[src/rtl/lod_pkg.sv]
// Shared constants and helpers for the pipelined leading-one detector.
// Group-level widths are fixed; W-dependent widths default to the 32-bit datapath.
package lod_pkg;

   localparam int unsigned GROUP_W    = 8;
   localparam int unsigned LOD_W      = 32;
   localparam int unsigned NUM_GROUPS = LOD_W / GROUP_W;
   localparam int unsigned POS_W      = $clog2(LOD_W);

   function automatic logic [2:0] hsb8(input logic [7:0] v);
      logic [2:0] r;
      r = '0;
      for (int i = 0; i < 8; i++) begin
         if (v[i]) r = 3'(i);
      end
      return r;
   endfunction

endpackage

[src/rtl/lod_if.sv]
// Request/result bundle for the leading-one detector.
interface lod_if #(
   parameter int unsigned W = 32
);
   logic                 valid_in;
   logic [W-1:0]         data_in;
   logic                 valid_out;
   logic [$clog2(W)-1:0] lod_pos;
   logic                 found;

   modport master (
      output valid_in, data_in,
      input  valid_out, lod_pos, found
   );

   modport slave (
      input  valid_in, data_in,
      output valid_out, lod_pos, found
   );
endinterface

[src/rtl/lod_group8.sv]
// Combinational leading-one detector for one byte group.
module lod_group8
   import lod_pkg::*;
(
   input  logic [GROUP_W-1:0] din_i,
   output logic               nz_o,
   output logic [2:0]         idx_o
);

   assign nz_o  = |din_i;
   assign idx_o = hsb8(din_i);

endmodule

[src/rtl/lod.sv]
// Two-stage leading-one detector: per-byte detection, then a priority select
// across the byte groups.
module lod
   import lod_pkg::*;
#(
   parameter int unsigned W = 32
) (
   input  logic clk,
   input  logic rst_n,
   lod_if.slave bus
);

   localparam int unsigned NG = W / GROUP_W;
   localparam int unsigned GW = $clog2(NG);
   localparam int unsigned PW = $clog2(W);

   logic [NG-1:0]      grp_nz;
   logic [NG-1:0][2:0] grp_idx;

   logic               s1_valid_d, s1_valid_q;
   logic [NG-1:0]      s1_nz_d, s1_nz_q;
   logic [NG-1:0][2:0] s1_idx_d, s1_idx_q;

   logic               out_valid_d, out_valid_q;
   logic [PW-1:0]      out_pos_d, out_pos_q;
   logic               out_found_d, out_found_q;

   logic [GW-1:0]      sel;

   for (genvar g = 0; g < NG; g++) begin : g_grp
      lod_group8 u_grp (
         .din_i (bus.data_in[g*GROUP_W +: GROUP_W]),
         .nz_o  (grp_nz[g]),
         .idx_o (grp_idx[g])
      );
   end

   always_comb begin
      s1_valid_d = bus.valid_in;
      s1_nz_d    = bus.valid_in ? grp_nz  : s1_nz_q;
      s1_idx_d   = bus.valid_in ? grp_idx : s1_idx_q;
   end

   // Highest-numbered non-empty group wins; empty word falls through to group 0.
   always_comb begin
      sel = '0;
      for (int g = 0; g < NG; g++) begin
         if (s1_nz_q[g]) sel = GW'(g);
      end
      out_valid_d = s1_valid_q;
      out_pos_d   = s1_valid_q ? {sel, s1_idx_q[sel]} : out_pos_q;
      out_found_d = s1_valid_q ? |s1_nz_q : out_found_q;
   end

   always_ff @(posedge clk or posedge rst_n) begin
      if (rst_n) begin
         s1_valid_q  <= 1'b0;
         s1_nz_q     <= '0;
         s1_idx_q    <= '0;
         out_valid_q <= 1'b0;
         out_pos_q   <= '0;
         out_found_q <= 1'b0;
      end else begin
         s1_valid_q  <= s1_valid_d;
         s1_nz_q     <= s1_nz_d;
         s1_idx_q    <= s1_idx_d;
         out_valid_q <= out_valid_d;
         out_pos_q   <= out_pos_d;
         out_found_q <= out_found_d;
      end
   end

   assign bus.valid_out = out_valid_q;
   assign bus.lod_pos   = out_pos_q;
   assign bus.found     = out_found_q;

endmodule

[src/flat_wrapper.sv]
// flat-port wrapper written by rule: the top's interface ports become plain ports
module lod_flat import lod_pkg::*;
#(
   parameter int unsigned W = 32
)
  (clk, rst_n, bus_valid_in, bus_data_in, bus_valid_out, bus_lod_pos, bus_found);
  lod_if #(.W(W)) bus_i ();
  input  logic clk;
  input  logic rst_n;
  input wire logic [$bits(bus_i.valid_in)-1:0] bus_valid_in;
  input wire logic [$bits(bus_i.data_in)-1:0] bus_data_in;
  output wire logic [$bits(bus_i.valid_out)-1:0] bus_valid_out;
  output wire logic [$bits(bus_i.lod_pos)-1:0] bus_lod_pos;
  output wire logic [$bits(bus_i.found)-1:0] bus_found;
  assign bus_i.valid_in = bus_valid_in;
  assign bus_i.data_in = bus_data_in;
  assign bus_valid_out = bus_i.valid_out;
  assign bus_lod_pos = bus_i.lod_pos;
  assign bus_found = bus_i.found;
  lod #(.W(W)) u_core (.clk(clk), .rst_n(rst_n), .bus(bus_i));
endmodule
[config.mk]
export PLATFORM = sky130hd
export DESIGN_NAME = lod_flat
export DESIGN_NICKNAME = d
export VERILOG_FILES = /design/src/rtl/lod_pkg.sv /design/src/rtl/lod_if.sv /design/src/rtl/lod_group8.sv /design/src/rtl/lod.sv /design/src/flat_wrapper.sv
export SDC_FILE = /design/constraint.sdc
export NUM_CORES = 1
export LEC_CHECK = 0
export ABC_AREA = 1
export CORE_MARGIN = 5
export CORE_UTILIZATION = 42
export CTS_BUF_LIST = sky130_fd_sc_hd__clkbuf_4
export DETAILED_ROUTE_END_ITERATION = 16
export PLACE_DENSITY = 0.77
export RECOVER_POWER = 25
export SYNTH_ARGS = -nofsm -noshare
export SYNTH_HDL_FRONTEND = slang
export SYNTH_SLANG_ARGS = --single-unit
[constraint.sdc]
create_clock -name clk -period 1 [get_ports clk]
set_input_delay 0.2 -clock clk [delete_from_list [all_inputs] [get_ports clk]]
set_output_delay 0.2 -clock clk [all_outputs]
set_load 0.03 [all_outputs]
==> out/results.ini, run 1 <==
[logic_synthesis]
synth_fp_nets = 216
yosysTopAreaCellShare = 0.472
synth_top_cells_by_area = dfrtp_1 (47%), nand2_1 (18%), inv_1 (9.2%)
ys_warn_count = 0
synth_compound_area_frac = 0.0915
synth_seq_cells = 24
synth_largest_area_cell = dfrtp_1
synthCells = 181
synth-simple-area-share = 0.322
ys_types = 20
synth_top_family_by_area = simple AND/OR/NAND/NOR gates
synthXorXnorAreaFrac = 0
synth_area_um2 = 1270
seq_area_frac_synth = 0.472
synth-adder-area-share = 0
synth.area.mux_share = 0
syn_area_per_cell_um2 = 7.02

[detailed_routing]
vias = 1296
wl_per_cell_um = 10.4
drt_drc_violations_left = 0
drtIter0Drc = 42
first_pass_iters = 4
antenna_left = 0
viasPerCell = 4.78
drt-total-wl_mm = 2.83

[global_route]
grt_pass1_vias = 1085
antenna_found_initial = 0
overflow = 0
grt_first_pass_wirelength_mm = 4.60
grt_max_degree = 25
grt_use_total = 0.136

[clocking]
numClockSinks = 24
insertion_delay_ps = 310
cts_max_level = 1
cts-root-buf = clkbuf_4
cts_tree = done
clk_path_buf_depth = 2
path_clk_slew_ps = 120
cts_buffers = 3

[sta]
maxSlewViolCount = 0
fmax_mhz = 928
rsz0062_at_grt = yes
tightest_slew_ps = 576
period_share = 1.08
fin_worst_skew_ps = 6.15
setup_viol = 12
whs_ps = 468
final_hold_viol_count = 0
setup_ws_ps = -78.0
period_minus_slack_ps = 1080
max-slew-margin-rel = 0.616

[placement]
place_ws_ps = -274
dp_hpwl_mm = 2.19
finalWeightedCongestion = 0.780
port_buffers = 41

[layout]
final_common_cell = nand2_1
regArea_um2 = 603
nets = 275
nFillCells = 278
antenna_cells = 0
area_growth_pct = 48.7
multi_input_area_um2 = 559
drive_gt1_frac = 0.172
most-common-layout-cells = nand2_1 (61), clkdlybuf4s50_1 (33), inv_1 (29)

[critical_path]
end_kind = register
path_class = register to register
cp_data_required_time_ps = 1260
cp_max_fo = 4
crit_path_start_kind = register
cp.arrival_ps = 1340

[power_and_ir_drop]
p_per_area_nw_per_um2 = 1030
p_total_uw = 1960
p_leak_uw = 0.000967
ir_drop_v = 0.000445

[floorplanning]
dieWidth_um = 65.0
die_h_um = 65.0
top_level_ports = 42
fp-row-count = 20
start_util = 0.427
die-area_um2 = 4230
core-area_um2 = 2980

[run_status]
status = complete, but fails checks
violations = negative setup slack

[run]
drv_cap = 0

[min_path]
hold_path.class = input port to async pin

-- per-layer routing --
metal,vias to the layer above,global-route usage,wire length [µm],share of wire
met4,0,0.0622,52,0.018
met5,-,0,0,0
met3,5,0.0173,132,0.047
met2,36,0.218,1390,0.49
met1,588,0.183,1250,0.44
li1,667,-,-,-
-- path summary, 6_finish.rpt --
check,cells after the start,slack (ps),from,endpoint
setup / recovery,7,-80,u_core.s1_nz_q[3],u_core.bus.lod_pos[0]
hold / removal,3,470,rst_n,u_core.bus.valid_out
setup reg to reg,7,-80,u_core.s1_nz_q[3],u_core.bus.lod_pos[0]
hold reg to reg,2,490,u_core.s1_idx_q[2],u_core.s1_idx_q[2]
max in group asynchronous,3,110,rst_n,u_core.s1_nz_q[1]
min in group clk,2,490,u_core.s1_idx_q[2],u_core.s1_idx_q[2]
-- cell families after synthesis --
logic type / Yosys count
simple gates: 102
compound gates: 19
flops: 24
buf+inv: 36
-- worst max-delay path: stages, from the launching register on --
cell and delay [ps]:
dfrtp_1 450, nor2_4 160, inv_2 80, nor2_1 100, nand2_1 70, nand2_1 70
nand2_1 50, nand2_1 50
-- power breakdown --
group,switching [µW],internal [µW],leakage [µW],total [µW]
registers,44.7,1030,0.000244,1080
clock network,261,141,0.0000138,402
logic,220,254,0.000709,474
total,526,1430,0.000967,1960
-- metrics by stage --
stage / cell area (µm²) / utilization / std cells / setup TNS [ps]
finish: 1890 / 0.635 / 271 / -606
global route: 1890 / 0.635 / 271 / -1270
CTS: 1840 / 0.619 / 266 / -586
detailed placement: 1760 / 0.590 / 260 / -3230
global placement: 1760 / 0.590 / 260 / -2740
floorplan: 1270 / - / 181 / 0
-- cell usage after synthesis, drive strengths merged --
cell,count
nor3,3
a32oi,1
buf,2
a31oi,4
nand2,64
inv,33
nor2,29
a21oi,7
clkbuf,1
o21ai,2
nand3b,1
nand3,5
dfrtp,24
o31ai,2
a22oi,3
-- state kept, by name (all words and copies together) (netlist names) --
signal and count:
u_core.bus.lod_pos 5, u_core.bus.found 1, u_core.bus.valid_out 1, u_core.out_valid_d 1
u_core.s1_idx_q 12, u_core.s1_nz_q 4
-- timing repair --
action,CTS,global route
pin swaps,2,2
hold buffers,0,0
buffers inserted,3,5
resized for setup,13,7
setup endpoints to repair,10,12
-- final cells by class --
type,instances,area share
Tap cell,33,0.0218
Inverter,33,0.0655
Timing Repair Buffer,57,0.286
Sequential cell,24,0.319
Clock buffer,3,0.0119
Multi-Input combinational cell,121,0.296
No activity file was read; power rests on OpenSTA's default activity.
==> run 2: changes to the inputs <==
--- a/config.mk
+++ b/config.mk
@@ -6,11 +6,14 @@
 export NUM_CORES = 1
 export LEC_CHECK = 0
 export ABC_AREA = 1
+export CELL_PAD_IN_SITES_DETAIL_PLACEMENT = 0
+export CELL_PAD_IN_SITES_GLOBAL_PLACEMENT = 1
 export CORE_MARGIN = 5
-export CORE_UTILIZATION = 42
+export CORE_UTILIZATION = 29
 export CTS_BUF_LIST = sky130_fd_sc_hd__clkbuf_4
 export DETAILED_ROUTE_END_ITERATION = 16
-export PLACE_DENSITY = 0.77
+export GPL_TIMING_DRIVEN = 0
+export PLACE_DENSITY_LB_ADDON = 0.1
 export RECOVER_POWER = 25
 export SYNTH_ARGS = -nofsm -noshare
 export SYNTH_HDL_FRONTEND = slang
==> out/results.ini, run 2 (synthesized netlist as in run 1, its figures left out) <==
[sta]
setup_ws_ps = -76.4  ; +1.60 ps
fin_worst_skew_ps = 2.23  ; -3.93 ps
setup_viol = 12  ; unchanged
fmax_mhz = 929  ; +0.15%
tightest_slew_ps = 512  ; -64.2 ps
period_minus_slack_ps = 1080  ; -1.60 ps
maxSlewViolCount = 0  ; unchanged
final_hold_viol_count = 0  ; unchanged
period_share = 1.08  ; -0.00160
rsz0062_at_grt = yes
max-slew-margin-rel = 0.658  ; +0.0421

[clocking]
cts_buffers = 3  ; unchanged
cts_tree = done
clk_path_buf_depth = 2  ; unchanged
cts-root-buf = clkbuf_4
numClockSinks = 24  ; unchanged
cts_hold_buf = 0  ; unchanged
insertion_delay_ps = 320  ; about the same
cts_max_level = 1  ; unchanged
path_clk_slew_ps = 130  ; about the same

[placement]
port_buffers = 41  ; unchanged
finalWeightedCongestion = 0.745  ; -4.5%
dp_hpwl_mm = 2.39  ; +9.3%
place_area_um2 = 1750  ; -0.57%
place_ws_ps = -428  ; -154 ps

[power_and_ir_drop]
p_per_area_nw_per_um2 = 1190  ; +15%
p_total_uw = 2250  ; +15%
p_leak_uw = 0.000951  ; -1.6%
ir_drop_v = 0.000482  ; +8.4%

[critical_path]
r2r-start = u_core.s1_nz_q[3]
r2r_end = u_core.bus.lod_pos[2]
cp_slowest_cell = dfrtp_1
cp_cell_sequence = buf_6
path_class = register to output pin
cp_num_buf_inv = 1  ; unchanged
cpPeakStageDelay_ps = 420  ; -30 ps
cp_data_required_time_ps = 800  ; -460 ps
cp.arrival_ps = 880  ; -460 ps
cp_max_fo = 2  ; -2
end_kind = output pin
crit_path_start_kind = register
crit_family = flip-flops
worstRegToRegCells = 7  ; unchanged
ff2ff_setup_slack_ps = -70  ; about the same

[layout]
drive_gt1_frac = 0.157  ; -0.0155
multi_input_area_um2 = 536  ; -4.3%
stdcell_area_um2 = 1900  ; +0.40%
nets = 272  ; -1.1%
max_flop_register = u_core.s1_idx_q
final_common_cell = nand2_1
regArea_um2 = 603  ; unchanged
largest_reg_flops = 12  ; unchanged
most-common-layout-cells = nand2_1 (62), clkdlybuf4s50_1 (32), inv_1 (28)
antenna_cells = 0  ; unchanged
nFillCells = 446  ; +60%
area_growth_pct = 49.3

[global_route]
antenna_found_initial = 0  ; unchanged
grt_first_pass_wirelength_mm = 5.22  ; +13%
overflow = 0  ; unchanged
grt_pass1_vias = 1221  ; +13%
grt_use_total = 0.106  ; -0.0308
grt_max_degree = 25  ; unchanged

[detailed_routing]
drtIter0Drc = 48  ; +14%
viasPerCell = 4.31  ; -10%
drt_drc_violations_left = 0  ; unchanged
wl_per_cell_um = 10.3  ; -0.84%
vias = 1240  ; -4.3%
antenna_left = 0  ; unchanged
first_pass_iters = 4  ; unchanged
drt-total-wl_mm = 2.98  ; +5.4%

[run]
drv_cap = 0  ; unchanged

[min_path]
hold_path.class = input port to register
hold_path_depth = 1
hold_end = u_core.out_valid_d
hp-start = bus_valid_in

[run_status]
status = complete, but fails checks
violations = negative setup slack

[floorplanning]
die-area_um2 = 5810  ; +37%
top_level_ports = 42  ; unchanged
fp-row-count = 24  ; +20%
dieWidth_um = 76.2  ; +17%
core-area_um2 = 4290  ; +44%
die_h_um = 76.2  ; +17%
start_util = 0.296  ; -0.131

run 2: area by class of cell:
class	count	share of cell area
Sequential cell	24	0.318
Multi-Input combinational cell	121	0.282
Timing Repair Buffer	51	0.260
Inverter	33	0.0672
Tap cell	52	0.0343
Clock inverter	1	0.0158
Clock buffer	3	0.0119
Buffer	3	0.0112
run 2: report_power, final:
group          total (µW)  internal [µW]  switching (µW)  leakage [µW]
combinational         479            254             225      0.000679
clock                 704            405             299     0.0000279
sequential           1070           1030            35.8      0.000244
total                2250           1690             560      0.000951
run 2: worst max path at each step:
stage	start	end	slack, ps	cells past startpoint
global placement	bus_valid_in	u_core.s1_nz_q[3]	-430	4
detailed placement	bus_valid_in	u_core.s1_nz_q[3]	-430	4
global route	u_core.s1_nz_q[3]	u_core.bus.lod_pos[2]	-160	7
floorplan	u_core.s1_nz_q[3]	u_core.bus.lod_pos[2]	50	7
finish	u_core.bus.found	bus_found	-80	1
CTS	u_core.bus.lod_pos[4]	bus_lod_pos[4]	-100	1
run 2: per-stage QoR:
stage | cells | hold WS, ps | TNS [ps] | utilization
after floorplan | 181 | 215 | 0 | -
after CTS | 282 | 266 | -715 | 0.430
after detailed placement | 274 | 361 | -16770 | 0.407
final | 288 | 278 | -739 | 0.442
after global routing | 288 | 271 | -1540 | 0.442
after global placement | 274 | 361 | -15580 | 0.407
run 2: metal layers:
layer  vias up  wire length (µm)  part of all wire  GRT usage
met5         -                 0                 0          0
met4         0                16            0.0054     0.0157
met3         2               146             0.049     0.0319
met2        22              1440              0.48      0.185
met1       551              1370              0.46      0.129
li1        665                 -                 -          -
run 2: what timing repair did:
action	in CTS	in global routing
endpoints found under the hold margin	0	0
pin swaps	1	5
buffers inserted	4	6
resized for setup	56	2
setup endpoints to repair	35	10
==> run 3: changes to the inputs <==
--- a/config.mk
+++ b/config.mk
@@ -5,11 +5,12 @@
 export SDC_FILE = /design/constraint.sdc
 export NUM_CORES = 1
 export LEC_CHECK = 0
-export ABC_AREA = 1
+export ABC_AREA = 0
+export CAP_MARGIN = 20
 export CELL_PAD_IN_SITES_DETAIL_PLACEMENT = 0
 export CELL_PAD_IN_SITES_GLOBAL_PLACEMENT = 1
-export CORE_MARGIN = 5
-export CORE_UTILIZATION = 29
+export CORE_MARGIN = 10
+export CORE_UTILIZATION = 30
 export CTS_BUF_LIST = sky130_fd_sc_hd__clkbuf_4
 export DETAILED_ROUTE_END_ITERATION = 16
 export GPL_TIMING_DRIVEN = 0
==> out/results.ini, run 3 <==
[floorplanning]
core-area_um2 = 3720  ; -13%
die_h_um = 82.3  ; +8.0%
start_util = 0.313  ; +0.0171
top_level_ports = 42  ; unchanged
die-area_um2 = 6770  ; +17%
fp-row-count = 22  ; -8.3%
dieWidth_um = 82.3  ; +8.0%

[critical_path]
cpPeakStageDelay_ps = 410  ; about the same
cp_max_fo = 2  ; unchanged
crit_start = u_core.bus.lod_pos[4]
cp.arrival_ps = 870  ; about the same
crit_path_start_kind = register
end_kind = output pin
crit_family = flip-flops
path_depth = 1  ; unchanged
cp_data_required_time_ps = 800  ; about the same
cp_slowest_cell = dfrtp_1
path_class = register to output pin
endpoint = bus_lod_pos[4]
ff2ff_setup_slack_ps = -40  ; +30 ps
r2r_end = u_core.bus.lod_pos[1]
cp_cell_sequence = buf_6
cp_num_buf_inv = 1  ; unchanged
worstRegToRegCells = 4  ; -3
r2r-start = u_core.s1_nz_q[1]

[layout]
nets = 222  ; -18%
multi_input_area_um2 = 584  ; +9.1%
largest_reg_flops = 12  ; unchanged
max_flop_register = u_core.s1_idx_q
nFillCells = 392  ; -12%
regArea_um2 = 601  ; -0.41%
instances_no_fill = 234  ; -19%
most-common-layout-cells = nor2_1 (31), dfrtp_1 (24), clkdlybuf4s50_1 (16)
drive_gt1_frac = 0.231  ; +0.0744
area_growth_pct = 61.5
final_common_cell = nor2_1
stdcell_area_um2 = 1880  ; -0.99%
antenna_cells = 0  ; unchanged

[logic_synthesis]
synth-adder-area-share = 0  ; unchanged
synth_seq_cells = 24  ; unchanged
syn_area_per_cell_um2 = 8.82  ; +26%
synth_fp_nets = 167  ; -23%
synthXorXnorAreaFrac = 0  ; unchanged
yosys-top-cells-count = nor2_1 (33), dfrtp_1 (24), a31oi_1 (13)
synth.area.mux_share = 0.0258  ; +0.0258
synthCells = 132  ; -27%
synth-simple-area-share = 0.203  ; -0.119
synth_async_sr_flop_share = 1.00  ; unchanged
synth_top_family_by_area = simple AND/OR/NAND/NOR gates
ys_warn_count = 0  ; unchanged
synth_edf_count = 0  ; unchanged
synthFlopType = dfrtp_1
synth_top_cells_by_area = dfrtp_1 (52%), nor2_1 (11%), a31oi_1 (7.0%)
yosysTopAreaCellShare = 0.516  ; +0.0437
synth_largest_area_cell = dfrtp_1
synth_area_um2 = 1160  ; -8.5%
synth_compound_area_frac = 0.194  ; +0.102
ys_types = 16  ; -20%
synth.most_common_cell = nor2_1
seq_area_frac_synth = 0.516  ; +0.0437

[power_and_ir_drop]
ir_drop_v = 0.000391  ; -19%
p_leak_uw = 0.000853  ; -10%
p_per_area_nw_per_um2 = 1030  ; -14%

[clocking]
clk_path_buf_depth = 2  ; unchanged
cts_tree = done
insertion_delay_ps = 310  ; about the same
cts-root-buf = clkbuf_4
cts_buffers = 3  ; unchanged
path_clk_slew_ps = 130  ; about the same
numClockSinks = 24  ; unchanged
cts_max_level = 1  ; unchanged

[placement]
place_ws_ps = -443  ; -15.6 ps
port_buffers = 41  ; unchanged
place_area_um2 = 1630  ; -6.4%
dp_hpwl_mm = 2.49  ; +4.0%
place_inst = 221  ; -19%
finalWeightedCongestion = 0.760  ; +2.0%

[sta]
fin_tns_setup_ps = -555  ; +185 ps
rsz0062_at_grt = yes
fin_worst_skew_ps = 0.857  ; -1.37 ps
setup_ws_ps = -72.6  ; +3.75 ps
period_share = 1.07  ; -0.00375
max-slew-margin-rel = 0.642  ; -0.0160
tightest_slew_ps = 536  ; +23.9 ps
maxSlewViolCount = 0  ; unchanged
final_hold_viol_count = 0  ; unchanged
setup_viol = 11  ; -1
fmax_mhz = 932  ; +0.35%
period_minus_slack_ps = 1070  ; -3.75 ps

[min_path]
hold_path_depth = 3  ; +2
hold_path.class = input port to register

[detailed_routing]
drtIter0Drc = 31  ; -35%
vias = 1131  ; -8.8%
antenna_left = 0  ; unchanged
first_pass_iters = 3  ; -1
drt_drc_violations_left = 0  ; unchanged
viasPerCell = 4.83  ; +12%
drt-total-wl_mm = 3.27  ; +9.9%
wl_per_cell_um = 14.0  ; +35%

[run_status]
violations = negative setup slack
status = complete, but fails checks

[global_route]
use_met1 = 0.106  ; -0.0236
grt_first_pass_wirelength_mm = 5.04  ; -3.6%
grt_use_total = 0.0942  ; -0.0113
busiest_layer = met2
met3_usage = 0.0151  ; -0.0168
grt_max_degree = 25  ; unchanged
antenna_found_initial = 0  ; unchanged
grt_pass1_vias = 1149  ; -5.9%
met2_usage = 0.166  ; -0.0185
overflow = 0  ; unchanged

[run]
drv_cap = 0  ; unchanged

-- run 3: changes by cell type after synthesis, sizes merged, moves of 4 or more --
cell    previous run  this run
nand2             64         6
a221o              0         4
buf                2         6
nand2b             0         4
nand3              5         0
nor4               0         8
inv               33        10
nor2              29        33
a31oi              4        13
-- run 3: per-layer routing --
| metal | up-vias | wire length [µm] |
|---|---|---|
| met3 | 2 | 189 |
| met1 | 526 | 1420 |
| met2 | 28 | 1620 |
| met5 | - | 0 |
| li1 | 575 | - |
| met4 | 0 | 36 |
-- run 3: cells by family after synthesis --
logic type,count (synthesis)
flops,24
mux,3
compound gates,34
buf+inv,17
simple gates,54
-- run 3: metrics by stage --
stage	hold WS (ps)	util	power [µW]
finish	243	0.506	1930
global route	282	0.506	2020
CTS	271	0.469	1910
detailed placement	430	0.440	1450
global placement	434	0.440	1440
floorplan	215	-	1220
-- run 3: cell type report --
class | count | share of cell area
repair buffers | 50 | 0.272
clock inverters | 1 | 0.00200
flip-flops and latches | 24 | 0.320
plain buffers | 7 | 0.0293
multi-input cells | 91 | 0.311
well taps | 48 | 0.0320
clock buffers | 3 | 0.0120
inverters | 10 | 0.0220
-- run 3: worst min path at each step --
stage / start / to / slack (ps)
final: bus_data_in[2] / u_core.s1_nz_q[0] / 240
after detailed placement: u_core.out_valid_d / u_core.bus.valid_out / 430
after floorplan: rst_n / u_core.bus.found / 210
after CTS: rst_n / u_core.bus.lod_pos[0] / 270
after global routing: bus_data_in[10] / u_core.s1_nz_q[1] / 280
after global placement: u_core.out_valid_d / u_core.bus.valid_out / 430
-- run 3: power breakdown --
group / switching (µW) / internal, µW / leakage (µW)
Sequential: 37.4 / 1020 / 0.000233
Clock: 294 / 146 / 0.0000154
Combinational: 192 / 238 / 0.000605
Total: 524 / 1400 / 0.000853
-- run 3: repair_timing --
action,CTS,global route
setup buffers,5,4
hold buffers,0,0
pin swaps,6,7
resized for setup,64,29
setup endpoints to repair,34,23
-- run 3: worst reg2reg max path, cell delays in order (launching register included) --
cell and delay [ps]:
dfrtp_1 360, buf_6 130, mux2i_4 240, nor3_2 60, o22a_1 150
